### src/rtl/exa_crosb_pkg.sv
// Shared crossbar arbitration types and helpers.
package exa_crosb_pkg;

  typedef enum logic [1:0] {IDLE, SEL, XFER, REL} arb_state_t;

  localparam logic PRIO_HI = 1'b1;
  localparam logic PRIO_LO = 1'b0;

  // Width of a VC index spanning all priority classes; also used by the output arbiter.
  function automatic int vc_idx_w(input int vc_num, input int prio_num);
    return (vc_num * prio_num > 1) ? $clog2(vc_num * prio_num) : 1;
  endfunction

endpackage

### src/rtl/exa_rr_picker.sv
// Round-robin picker: first set request after ptr, scanning modulo N (any N).
module exa_rr_picker #(
  parameter int N  = 8,
  parameter int IW = (N > 1) ? $clog2(N) : 1
) (
  input  logic [N-1:0]  req,
  input  logic [IW-1:0] ptr,
  output logic [N-1:0]  gnt,
  output logic [IW-1:0] idx
);

  always_comb begin
    int cand;
    logic [IW-1:0] ci;
    gnt  = '0;
    idx  = '0;
    cand = 0;
    ci   = '0;
    for (int k = 1; k <= N; k++) begin
      cand = int'(ptr) + k;
      if (cand >= N) cand = cand - N;
      ci = IW'(cand);
      if (req[ci] && (gnt == '0)) begin
        gnt[ci] = 1'b1;
        idx     = ci;
      end
    end
  end

endmodule

### src/rtl/exa_crosb_input_arbiter_with_vcs.sv
// Per-input arbiter: picks one output grant, returns cts and streams one packet.
// Optional per-output packet / abort statistics under EXA_INPUT_ARB_STATS_EN.
//
// state | meaning
// IDLE  | waiting for any grant; winner latched on grant
// SEL   | cts asserted, confirming grant still held
// XFER  | cts + ready, beats flow until last
// REL   | one-cycle cts gap after a completed packet
module exa_crosb_input_arbiter_with_vcs
  import exa_crosb_pkg::*;
#(
  parameter int output_num = 8,
  parameter int vc_num     = 3,
  parameter int prio_num   = 2,
  localparam int OW = (output_num > 1) ? $clog2(output_num) : 1,
  localparam int VW = vc_idx_w(vc_num, prio_num)
) (
  input  logic                     clk,
  input  logic                     reset,
  input  logic [output_num-1:0]    i_grant,
  input  logic [output_num-1:0]    i_grant_prio,
  input  logic [output_num*VW-1:0] i_grant_vc,
  input  logic                     i_valid,
  input  logic                     i_last,
  output logic [output_num-1:0]    o_cts,
  output logic [OW-1:0]            o_output_sel,
  output logic [VW-1:0]            o_vc_sel,
  output logic                     o_ready,
  output logic                     o_busy,
`ifdef EXA_INPUT_ARB_STATS_EN
  output logic [output_num*16-1:0] o_pkt_cnt,
  output logic [15:0]              o_abort_cnt,
`endif
  output logic                     o_err
);

  localparam logic [OW-1:0] PTR_RST = OW'(output_num - 1);

  arb_state_t             state;
  logic [OW-1:0]          ptr_hi, ptr_lo, sel;
  logic                   cls, beat_seen, err_done;
  logic [output_num-1:0]  hi_req, lo_req, hi_gnt, lo_gnt, win_onehot;
  logic [OW-1:0]          hi_idx, lo_idx, win_idx;
  logic                   win_cls, grant_sel, beat, pkt_done, abort_evt;

  assign hi_req = i_grant & i_grant_prio;
  assign lo_req = i_grant & ~i_grant_prio;

  exa_rr_picker #(.N(output_num)) u_pick_hi (
    .req(hi_req), .ptr(ptr_hi), .gnt(hi_gnt), .idx(hi_idx)
  );

  exa_rr_picker #(.N(output_num)) u_pick_lo (
    .req(lo_req), .ptr(ptr_lo), .gnt(lo_gnt), .idx(lo_idx)
  );

  // Any high-priority grant shadows the whole low-priority set.
  assign win_cls    = (|hi_req) ? PRIO_HI : PRIO_LO;
  assign win_idx    = (|hi_req) ? hi_idx : lo_idx;
  assign win_onehot = (|hi_req) ? hi_gnt : lo_gnt;

  assign grant_sel    = i_grant[sel];
  assign beat         = i_valid & o_ready;
  assign pkt_done     = (state == XFER) && beat && i_last;
  assign abort_evt    = ((state == SEL) && !grant_sel) ||
                        ((state == XFER) && !grant_sel && !beat_seen && !beat);
  assign o_output_sel = sel;

  always_ff @(posedge clk or posedge reset) begin
    if (reset) begin
      state     <= IDLE;
      o_cts     <= '0;
      sel       <= '0;
      o_vc_sel  <= '0;
      o_ready   <= 1'b0;
      o_busy    <= 1'b0;
      o_err     <= 1'b0;
      ptr_hi    <= PTR_RST;
      ptr_lo    <= PTR_RST;
      cls       <= PRIO_LO;
      beat_seen <= 1'b0;
      err_done  <= 1'b0;
    end else begin
      o_err <= 1'b0;
      unique case (state)
        IDLE: begin
          if (|i_grant) begin
            state     <= SEL;
            sel       <= win_idx;
            cls       <= win_cls;
            o_vc_sel  <= i_grant_vc[win_idx*VW +: VW];
            o_cts     <= win_onehot;
            o_busy    <= 1'b1;
            o_ready   <= 1'b0;
            beat_seen <= 1'b0;
            err_done  <= 1'b0;
          end
        end
        SEL: begin
          if (abort_evt) begin
            state  <= IDLE;
            o_cts  <= '0;
            o_busy <= 1'b0;
          end else begin
            state   <= XFER;
            o_ready <= 1'b1;
          end
        end
        XFER: begin
          if (beat) beat_seen <= 1'b1;
          // Revocation after data has moved cannot truncate the packet; flag it once.
          if (!grant_sel && beat_seen && !err_done) begin
            o_err    <= 1'b1;
            err_done <= 1'b1;
          end
          if (pkt_done) begin
            state   <= REL;
            o_cts   <= '0;
            o_ready <= 1'b0;
            if (cls == PRIO_HI) ptr_hi <= sel;
            else                ptr_lo <= sel;
          end else if (abort_evt) begin
            state   <= IDLE;
            o_cts   <= '0;
            o_ready <= 1'b0;
            o_busy  <= 1'b0;
          end
        end
        REL: begin
          state  <= IDLE;
          o_busy <= 1'b0;
        end
        default: state <= IDLE;
      endcase
    end
  end

`ifdef EXA_INPUT_ARB_STATS_EN
  always_ff @(posedge clk or posedge reset) begin
    if (reset) begin
      o_pkt_cnt   <= '0;
      o_abort_cnt <= '0;
    end else begin
      if (pkt_done && (o_pkt_cnt[sel*16 +: 16] != 16'hFFFF))
        o_pkt_cnt[sel*16 +: 16] <= o_pkt_cnt[sel*16 +: 16] + 16'd1;
      if (abort_evt && (o_abort_cnt != 16'hFFFF))
        o_abort_cnt <= o_abort_cnt + 16'd1;
    end
  end
`endif

endmodule

### config.mk
export PLATFORM = sky130hd
export DESIGN_NAME = exa_crosb_input_arbiter_with_vcs
export DESIGN_NICKNAME = d
export VERILOG_FILES = /design/src/rtl/exa_crosb_pkg.sv /design/src/rtl/exa_rr_picker.sv /design/src/rtl/exa_crosb_input_arbiter_with_vcs.sv
export SDC_FILE = /design/constraint.sdc
export NUM_CORES = 1
export LEC_CHECK = 0
export ABC_AREA = 1
export CAP_MARGIN = 25
export CORE_MARGIN = 5
export CORE_UTILIZATION = 35
export DETAILED_ROUTE_END_ITERATION = 7
export DONT_BUFFER_PORTS = 1
export GPL_ROUTABILITY_DRIVEN = 0
export PLACE_DENSITY = 0.45
export RECOVER_POWER = 25
export SYNTH_ARGS = -nofsm -noshare
export SYNTH_HDL_FRONTEND = slang
export SYNTH_SLANG_ARGS = --single-unit
### constraint.sdc
create_clock -name clk -period 7.1 [get_ports clk]
set_clock_uncertainty 0.15 [all_clocks]
set_input_delay 1.775 -clock clk [delete_from_list [all_inputs] [get_ports clk]]
set_output_delay 1.775 -clock clk [all_outputs]
set_load 0.02 [all_outputs]
==> impl_metrics.ini <==
[yosys]
synth_top_family_by_area = simple AND/OR/NAND/NOR gates
synth-simple-area-share_pct = 54.8
synthCells = 965
synth_adder_area_share_pct = 3.79
muxShareOfSynthArea_pct = 0.402
synth_cell_types = 45
synth_xor_area_share_pct = 0
ys_seq_area_share_pct = 13.4
synth_flop_cell = dfrtp_1
ys_ff_latch = 28
avgSynthCellArea_um2 = 5.48
async_flop_share_pct = 100
syn_nets = 1025
netlist_area_um2 = 5290
yosys_warnings = 0
synth_compound_area_share_pct = 13.7
synth_edf_count = 0

[critical_path]
crit_family = simple AND/OR/NAND/NOR gates
cp_slowest_cell = a21oi_2
slowest_delay_ns = 0.35
path_max_fanout = 11
startpoint_type = input port
end_kind = register
crit_top_cell = nand2_1
worstSetupPathType = in2reg
path_buf_inv = 5
cp_data_required_time_ns = 7.08
crit_arrival_ns = 6.69

[clocking]
cts_root_buf = clkbuf_16
numCtsBuffers = 3
cts_max_level = 1
cts_hold_buf = 0
clk_pin_slew_worst_paths_ns = 0.07
cts_buffer_depth = 2
clock-sinks = 28
cts_tree = done
clock_latency_ns = 0.27

[floorplanning]
die_y_um = 133
fp.dieW_um = 133
rows = 45
core_area_um2 = 15000
initial_core_util_pct = 35.2
ios = 61
die_area_um2 = 17700

[final_layout]
fillCellCount = 1694
fin_cells = 1159
area_growth_pct = 7.05
finalNetCount = 1032
fin_util_pct = 37.7
antennaDiodeCount = 0
layout-drive-gt1-share_pct = 11.7

[global_routing]
met2_usage_pct = 34.6
grtUsageTotal_pct = 20.4
grt_max_degree = 29
grt.met1_usage_pct = 26.9
use_met3_pct = 2.43
antenna_found_initial = 0
grt_most_used_layer = met2
grt_pass1_vias = 5731
globalRouteOverflowTotal = 0
grt_pass1_wl_um = 29700

[route]
postRouteAntennaNets = 0
drtIter0Drc = 596
first_pass_iters = 6
routedWlPerCell_um = 16.4
viasPerCell = 5.39
vias = 6250
drc = 0
routed_wl_um = 19000

[timing]
worst_pin_slew_ns = 1.60
hold_violations = 0
min_period_ns = 6.71
setup_viol = 0
drv_slew = 29
finalCritPeriodShare_pct = 94.5
fmax_ghz = 0.149
slew_headroom_pct = -6.42

[place]
dp_hpwl_um = 15300
dp_cells = 1149
io_buffers = 0

[job]
maxCapViolCount = 1

[hold_path]
hold_path.class = reg2reg

[run_status]
status = complete, but fails checks
violations = max-capacitance violations, max-slew violations
placed cells by master, fill, tap and decap left out, types with 4 or more instances in the layout:
cell | synthesis | routed
a21oi_1 | 38 | 33
a21oi_2 | 5 | 10
a22oi_1 | 4 | 4
a31oi_1 | 10 | 10
and2_1 | 6 | 6
buf_4 | 3 | 28
clkinv_1 | 4 | 4
dfrtp_1 | 22 | 22
dfstp_2 | 6 | 6
ha_1 | 16 | 16
inv_1 | 117 | 117
inv_2 | 8 | 8
nand2_1 | 293 | 293
nand2_2 | 20 | 20
nand2_4 | 4 | 4
nand3_1 | 144 | 144
nand3_2 | 6 | 6
nand3b_1 | 7 | 7
nor2_1 | 86 | 86
nor2_2 | 8 | 7
nor2_4 | 7 | 9
nor3_1 | 36 | 36
o211ai_1 | 6 | 6
o21ai_0 | 53 | 53
o21ai_1 | 4 | 4
o221ai_1 | 4 | 4
or2_2 | 4 | 4
cells by family after synthesis:
logic type               Yosys count
adder cells (fa/ha/maj)           16
flip-flops                        28
AND/OR/NAND/NOR                  631
buffers and inverters            160
AO/OA/AOI/OAI                    128
multiplexers                       2
cell usage after synthesis (7+ instances only):
| cell type | n | share of area, % |
|---|---|---|
| nor2_4 | 7 | 1.5 |
| nor2_2 | 8 | 0.95 |
| o21ai_0 | 53 | 5.0 |
| nand2_2 | 20 | 2.4 |
| inv_1 | 117 | 8.3 |
| inv_2 | 8 | 0.57 |
| nand3_1 | 144 | 14 |
| nand2_1 | 293 | 21 |
| nor2_1 | 86 | 6.1 |
| ha_1 | 16 | 3.8 |
| a21oi_1 | 38 | 3.6 |
| buf_2 | 8 | 0.76 |
| a31oi_1 | 10 | 1.2 |
| nand3b_1 | 7 | 0.99 |
| buf_6 | 10 | 2.1 |
| nor3_1 | 36 | 3.4 |
| dfrtp_1 | 22 | 10 |
area by class of cell:
class	count	area, µm²	share of cell area (%)
Sequential cell	28	708	12.5
Inverter	131	499	8.82
Clock inverter	1	30.0	0.531
Multi-Input combinational cell	778	3880	68.5
Tap cell	188	235	4.16
Clock buffer	3	75.1	1.33
Timing Repair Buffer	30	234	4.13
path summary, 6_finish.rpt:
| check | from | to | slack (ns) | cells after the start |
|---|---|---|---|---|
| worst min register to register | cls | cls | 0.37 | 2 |
| worst max-delay path | i_grant_prio[6] | o_output_sel[2] | 0.39 | 37 |
| min in group asynchronous | reset | o_busy | 1.79 | 2 |
| max in group asynchronous | reset | o_output_sel[1] | 4.09 | 2 |
| worst min-delay path | cls | cls | 0.37 | 2 |
| worst max register to register | ptr_lo[0] | o_output_sel[2] | 0.75 | 36 |
timing repair:
action | 4_1_cts | 5_1_grt
buffers inserted | 0 | 4
setup endpoints to repair | 0 | 6
resized for setup | 0 | 7
routing by layer:
metal  part of all wire, %  vias to the layer above  wire (µm)
li1                      -                     3156          -
met1                    44                     2819       8390
met2                    47                      228       9020
met3                   5.5                       47       1050
met4                   3.0                        0        567
met5                     0                        -          0
worst min-delay path, cell delays in order, from the launching register on:
cell,delay [ns]
dfrtp_1,0.36
nand2_1,0.05
o21ai_0,0.07
through the flow:
step	setup TNS (ns)	cell area [µm²]	hold WS (ns)	worst slack, ns
finish	0	5660	0.368	0.391
global route	-0.163	5660	0.412	-0.0453
CTS	0	5590	0.367	0.423
detailed placement	0	5490	0.350	0.123
global placement	0	5490	0.338	0.0480
floorplan	0	5290	0.318	1.10
sequential cells by signal, summed over array words and instances (netlist names):
register,count
err_done,1
ptr_lo,3
cls,1
o_output_sel,3
state,2
ptr_hi,3
beat_seen,1
o_ready,1
o_busy,1
o_err,1
o_vc_sel,3
o_cts,8
Power is not shown: default switching activity piles up to over one toggle a cycle in this logic, so the estimate is an artifact.
